## config.mk

```make
export PLATFORM = sky130hd
export DESIGN_NAME = rowcache_ctrl
export DESIGN_NICKNAME = d
export VERILOG_FILES = /design/src/rtl/rowcache_ctrl.sv
export SDC_FILE = /design/constraint.sdc
export NUM_CORES = 1
export LEC_CHECK = 0
export ABC_AREA = 1
export CAP_MARGIN = 20
export CORE_ASPECT_RATIO = 1.5
export CORE_UTILIZATION = 54
export DETAILED_ROUTE_END_ITERATION = 8
export PLACE_DENSITY = 0.86
export SLEW_MARGIN = 20
export SYNTH_ARGS = -nofsm -noshare
export SYNTH_HDL_FRONTEND = slang
export SYNTH_SLANG_ARGS = --single-unit
```

## constraint.sdc

```tcl
create_clock -name clk -period 19.99 [get_ports clk]
set_input_delay 3.998 -clock clk [delete_from_list [all_inputs] [get_ports clk]]
set_output_delay 3.998 -clock clk [all_outputs]
set_load 0.02 [all_outputs]
```

## src/rtl/rowcache_ctrl.sv

```systemverilog
`default_nettype none
// ============================================================================
// Module      : rowcache_ctrl
// Description : Direct-mapped DRAM row cache controller with round-robin
//               requester arbitration and writeback/fill sequencing.
//               Optional statistics counters under ROWCACHE_STATS_EN.
// Revision    : 1.0 - initial release
// ============================================================================
module rowcache_ctrl #(
  parameter int CHWIDTH   = 5,
  parameter int ADDRWIDTH = 17,
  parameter int NREQ      = 4,
  parameter int TSYNC     = 4,
  parameter int TACC      = 3
) (
  input  logic                      clk,
  input  logic                      rst,
  input  logic [NREQ-1:0]           req_valid,
  input  logic [NREQ-1:0]           req_wr,
  input  logic [NREQ*ADDRWIDTH-1:0] req_row,
  output logic [NREQ-1:0]           req_grant,
  output logic [NREQ-1:0]           req_done,
  output logic                      busy,
  output logic                      RD,
  output logic                      WR,
  output logic [ADDRWIDTH-1:0]      RowId,
  output logic [CHWIDTH-1:0]        cRowId,
  output logic                      hold,
  output logic                      sync,
  output logic [15:0]               hit_cnt,
  output logic [15:0]               miss_cnt,
  output logic [15:0]               evict_cnt
);

  localparam int C_CHROWS = 2**CHWIDTH;
  localparam int C_TAGW   = ADDRWIDTH - CHWIDTH;
  localparam int C_IW     = (NREQ > 1) ? $clog2(NREQ) : 1;
  localparam int C_CW     = 8;

  typedef enum logic [2:0] {
    S_IDLE   = 3'd0,
    S_LOOKUP = 3'd1,
    S_EVICT  = 3'd2,
    S_FILL   = 3'd3,
    S_ACCESS = 3'd4,
    S_DONE   = 3'd5
  } state_t;

  state_t                r_state, w_next;
  logic [C_CW-1:0]       r_cnt;
  logic                  r_wr;
  logic [ADDRWIDTH-1:0]  r_row;
  logic [C_IW-1:0]       r_idx, r_ptr;
  logic [C_CHROWS-1:0]   r_valid, r_dirty;
  logic [C_TAGW-1:0]     r_tag [C_CHROWS];

  logic [CHWIDTH-1:0]    w_slot;
  logic [C_TAGW-1:0]     w_rtag;
  logic                  w_hit, w_victim, w_last_sync, w_last_acc;
  logic [C_IW-1:0]       w_gidx, w_j;
  logic                  w_found, w_accept;

  assign w_slot      = r_row[CHWIDTH-1:0];
  assign w_rtag      = r_row[ADDRWIDTH-1:CHWIDTH];
  assign w_hit       = r_valid[w_slot] && (r_tag[w_slot] == w_rtag);
  assign w_victim    = r_valid[w_slot] && r_dirty[w_slot];
  assign w_last_sync = (r_cnt == C_CW'(TSYNC - 1));
  assign w_last_acc  = (r_cnt == C_CW'(TACC - 1));

  // Round-robin search starting just after the last granted requester.
  always_comb begin
    w_found = 1'b0;
    w_gidx  = '0;
    w_j     = '0;
    for (int k = 0; k < NREQ; k++) begin
      w_j = C_IW'((int'(r_ptr) + 1 + k) % NREQ);
      if (!w_found && req_valid[w_j]) begin
        w_found = 1'b1;
        w_gidx  = w_j;
      end
    end
  end

  assign w_accept = (r_state == S_IDLE) && w_found;

  always_comb begin
    w_next = r_state;
    case (r_state)
      S_IDLE:   if (w_accept) w_next = S_LOOKUP;
      S_LOOKUP: begin
        if (w_hit)         w_next = S_ACCESS;
        else if (w_victim) w_next = S_EVICT;
        else               w_next = S_FILL;
      end
      S_EVICT:  if (w_last_sync) w_next = S_FILL;
      S_FILL:   if (w_last_sync) w_next = S_ACCESS;
      S_ACCESS: if (w_last_acc)  w_next = S_DONE;
      S_DONE:   w_next = S_IDLE;
      default:  w_next = S_IDLE;
    endcase
  end

  always_ff @(posedge clk or posedge rst) begin
    if (rst) begin
      r_state <= S_IDLE;
      r_cnt   <= '0;
      r_wr    <= 1'b0;
      r_row   <= '0;
      r_idx   <= '0;
      r_ptr   <= C_IW'(NREQ - 1);
    end else begin
      r_state <= w_next;
      r_cnt   <= (w_next != r_state) ? '0 : r_cnt + C_CW'(1);
      if (w_accept) begin
        r_wr  <= req_wr[w_gidx];
        r_row <= req_row[int'(w_gidx)*ADDRWIDTH +: ADDRWIDTH];
        r_idx <= w_gidx;
        r_ptr <= w_gidx;
      end
    end
  end

  // Directory: the slot becomes valid and clean only when its fill completes.
  always_ff @(posedge clk or posedge rst) begin
    if (rst) begin
      r_valid <= '0;
      r_dirty <= '0;
      for (int s = 0; s < C_CHROWS; s++) r_tag[s] <= '0;
    end else begin
      if (r_state == S_FILL && w_last_sync) begin
        r_valid[w_slot] <= 1'b1;
        r_dirty[w_slot] <= 1'b0;
        r_tag[w_slot]   <= w_rtag;
      end else if (r_state == S_ACCESS && r_wr) begin
        r_dirty[w_slot] <= 1'b1;
      end
    end
  end

  always_comb begin
    req_grant = '0;
    req_done  = '0;
    busy      = (r_state != S_IDLE);
    RD        = 1'b0;
    WR        = 1'b0;
    sync      = 1'b0;
    hold      = 1'b0;
    RowId     = '0;
    cRowId    = '0;
    if (w_accept && !rst) req_grant[w_gidx] = 1'b1;
    case (r_state)
      S_EVICT: begin
        sync   = 1'b1;
        hold   = 1'b1;
        RowId  = {r_tag[w_slot], w_slot};
        cRowId = w_slot;
      end
      S_FILL: begin
        sync   = 1'b1;
        RowId  = r_row;
        cRowId = w_slot;
      end
      S_ACCESS: begin
        RD     = ~r_wr;
        WR     = r_wr;
        RowId  = r_row;
        cRowId = w_slot;
      end
      S_DONE:  req_done[r_idx] = 1'b1;
      default: ;
    endcase
  end

`ifdef ROWCACHE_STATS_EN
  logic [15:0] r_hit_cnt, r_miss_cnt, r_evict_cnt;

  always_ff @(posedge clk or posedge rst) begin
    if (rst) begin
      r_hit_cnt   <= '0;
      r_miss_cnt  <= '0;
      r_evict_cnt <= '0;
    end else if (r_state == S_LOOKUP) begin
      if (w_hit) begin
        if (r_hit_cnt != 16'hFFFF) r_hit_cnt <= r_hit_cnt + 16'd1;
      end else begin
        if (r_miss_cnt != 16'hFFFF) r_miss_cnt <= r_miss_cnt + 16'd1;
        if (w_victim && r_evict_cnt != 16'hFFFF) r_evict_cnt <= r_evict_cnt + 16'd1;
      end
    end
  end

  assign hit_cnt   = r_hit_cnt;
  assign miss_cnt  = r_miss_cnt;
  assign evict_cnt = r_evict_cnt;
`else
  assign hit_cnt   = 16'd0;
  assign miss_cnt  = 16'd0;
  assign evict_cnt = 16'd0;
`endif

endmodule
`default_nettype wire

```

==> run metrics <==
core area=approximately 43000 sq um; arrival time at the worst endpoint=~7 ns; Lkg Pwr=13.2 nW; origin of the worst setup path=req_valid[1]; Std-Cell Rows=93; crit path kind=primary input to primary output; # setup viols final=0; r2r endpoint=r_cnt[0]$_DFF_PP0_; layer with the highest usage=met2; worst r2r path cells=15; ys async rst share=1.00; io pins=161; met1 usage=0.346; initial DRC count=2196; Hold Fails Final Rpt=0; Critical Path Max Stage Delay=roughly 0.68 ns; CTS tree=built; layout cells sized above 1=0.0526; Slew HR=0.271; Max Transition Viols Final=0; PwrDens=between 100 and 150 nW/um^2; die height=about 260 um; Remaining DRCs=0; Yosys reg bits=481; Post-synth EDFFs=0; Worst-Margin Slew=around 1.1 ns; Vias=about 21000; final-stage net count=between 3000 and 4000; antenna cells=0; initial antenna violation count=0; clock skew=between 0.01 and 0.015 ns; Clock Sinks=between 400 and 500; leading area contributor after synthesis=dfrtp_1; CTS H-tree depth=2; Period minus WS final=10.90 ns; mapped cell area=23700 sq um; Clock Root Buffer=clkbuf_16; RSZ-0062 raised after global routing=false; YS warnings=0; sequential area share after synthesis=0.509; hold_ws=0.445 ns; Post-Syn Instances=3191; Worst-path clk slew=0.06 ns; max-cap viol count=0; half-perimeter wire length after placement=41.1 mm; gp weighted congestion=0.943; Initial Util=0.549; Critical Path RT=roughly 16 ns; FF-to-FF Start=r_row[0]$_DFFE_PP0P_; register-to-register setup slack=around 15 ns; Filler cells=between 3000 and 4000; Fmax achieved=0.0917 GHz; worst path cell trace=clkdlybuf4s50_1, o21ai_1, nor2_1, a21oi_1, nand2_1, nor2_1, nand2_1, nand2_1, nand2_1, a21oi_2, inv_1, nor2_1, clkdlybuf4s50_1; Port-buffer cells=between 100 and 150; routed wire length=just under 70 mm; HP Class=flip-flop to flip-flop; clk buf depth=3; CTS Buf Count=between 40 and 50; Storage cell area=about 12000 sq um; Max VDD drop=0.265 mV; die area=approximately 45000 sq um; CP max FO=19; fin crit share=0.545; Syn Area/Cell=7.41 sq um; grt total ovfl=0; Wirelength per Cell=between 15 and 20 um; post-CTS setup buffers=0; first-pass GRT wire length=109 mm; largest net degree at the start of global routing=162; crit path to=req_grant[3]; Cell variety after synth=43; crit start category=primary input; area growth from synthesis to layout=10.8%; Most used DFF post-synth=dfrtp_1; status=complete, no violations; clk_lat worst skew=0.56 ns; vias in the first global route=20800; Slowest cell on crit path=a21oi_2; GRT Total Usage=0.308; ANT nets after route=0; multi-input logic area=10100 sq um; area fraction of the dominant cell type after synthesis=0.507; Area contributors post-synth=dfrtp_1, nand2_1, o21ai_0, clkbuf_1, inv_1; Hold-fix buffers, CTS=0; via/cell ratio=between 5 and 6; CTS resizes=0; met3 Use GR=0.0516; TritonRoute pass-1 iters=8; Crit path top cell by count=nand2_1; TNS Setup=0 ns; Setup crit end kind=primary output; routing usage on met2=0.522; Die X-Extent=around 170 um
==> worst max-delay path, delay by kind of cell <==
| kind | cells | cell delay, ns |
|---|---|---|
| buffers and inverters | 3 | 1.12 |
| and+or+nand+nor | 7 | 0.72 |
| AOI/OAI and AO/OA | 3 | 1.06 |
==> how the worst min path moves through the flow <==
| stage | from | to | slack, ns | depth (start not counted) |
|---|---|---|---|---|
| 3_5_place_dp | r_valid[28]$_DFFE_PP0P_ | r_valid[28]$_DFFE_PP0P_ | 0.43 | 2 |
| 5_1_grt | r_valid[12]$_DFFE_PP0P_ | r_valid[12]$_DFFE_PP0P_ | 0.46 | 2 |
| 4_1_cts | r_valid[28]$_DFFE_PP0P_ | r_valid[28]$_DFFE_PP0P_ | 0.45 | 2 |
| 3_3_place_gp | r_valid[28]$_DFFE_PP0P_ | r_valid[28]$_DFFE_PP0P_ | 0.43 | 2 |
| 2_1_floorplan | r_valid[0]$_DFFE_PP0P_ | r_valid[0]$_DFFE_PP0P_ | 0.42 | 2 |
| 6_report | r_valid[28]$_DFFE_PP0P_ | r_valid[28]$_DFFE_PP0P_ | 0.45 | 2 |
==> registers in the layout, indices dropped and copies added, names as in the netlist, named ones only <==
| register | cells |
|---|---|
| r_tag | 384 |
| r_state | 3 |
| r_wr | 1 |
| r_cnt | 8 |
| r_ptr | 2 |
| r_idx | 2 |
| r_row | 17 |
| r_valid | 32 |
==> through the flow <==
step | power (mW) | util | cell area (sq um) | setup slack [ns] | instances
finish | 3.33 | 0.609 | 26200 | 9.09 | 3782
global route | 3.48 | 0.609 | 26200 | 8.68 | 3782
CTS | 3.30 | 0.609 | 26200 | 9.10 | 3782
detailed placement | 2.43 | 0.574 | 24700 | 9.11 | 3704
global placement | 2.41 | 0.574 | 24700 | 9.14 | 3704
floorplan | 2.03 | - | 23800 | 0.0576 | 3238
==> metal layers <==
layer  up-vias  wire length (um)
met4         0              5770
li1       9885                 -
met1     10000             24100
met5         -                 0
met3       292              5760
met2      1127             32200
==> Yosys cell counts, types with 2 or more instances <==
cell,number
nand2_1,1557
dfrtp_1,479
o21ai_0,470
clkbuf_1,132
inv_1,131
nor2_1,84
buf_4,52
nand3_1,50
buf_2,40
nor3_1,40
nand4_1,18
nand2_2,17
buf_1,16
nor2_2,16
a21oi_1,11
a22oi_1,8
inv_2,7
nor3_4,6
o22ai_1,6
xor2_1,6
nand3_2,5
buf_6,4
inv_4,3
nand3b_1,3
nor2_4,3
o21ai_1,3
clkinv_1,2
dfstp_2,2
ha_1,2
nand2_4,2
nor3_2,2
o21ai_2,2
o221ai_1,2
==> power breakdown <==
group / total (mW) / switching, mW / internal, mW
Sequential: 1.24 / 0.119 / 1.12
Combinational: 1.22 / 0.914 / 0.301
Clock: 0.879 / 0.372 / 0.507
Total: 3.33 / 1.40 / 1.93
==> kinds of logic after synthesis <==
| family | share of synthesized area |
|---|---|
| buffers and inverters | 0.0734 |
| DFF | 0.509 |
| AOI/OAI and AO/OA | 0.110 |
| other | 0.000159 |
| and+or+nand+nor | 0.304 |
| xor gates and xnor gates | 0.00259 |
| adders and majority gates | 0.00106 |
==> placed cells by master (no fill, tap or decap), types with 8 or more instances in the layout <==
cell type	n
nor2_2	17
conb_1	48
clkdlybuf4s50_1	112
inv_1	129
clkbuf_8	8
clkbuf_16	45
clkinv_2	9
a22oi_1	8
o21ai_0	470
nand3_1	50
nand2_1	1557
dfrtp_1	477
a21oi_1	10
nor2_1	82
nand2_2	17
nor3_1	40
clkbuf_1	9
buf_4	27
nand4_1	18
==> area by class of cell <==
type / count / area share
clock inverter: 16 / 0.00811
clock buffer: 62 / 0.0484
sequential: 481 / 0.459
multi-input combinational: 2370 / 0.384
inverter: 143 / 0.0213
timing repair buffer: 140 / 0.0513
tap: 570 / 0.0272
Note: power is estimated with default switching activity, not from simulation.
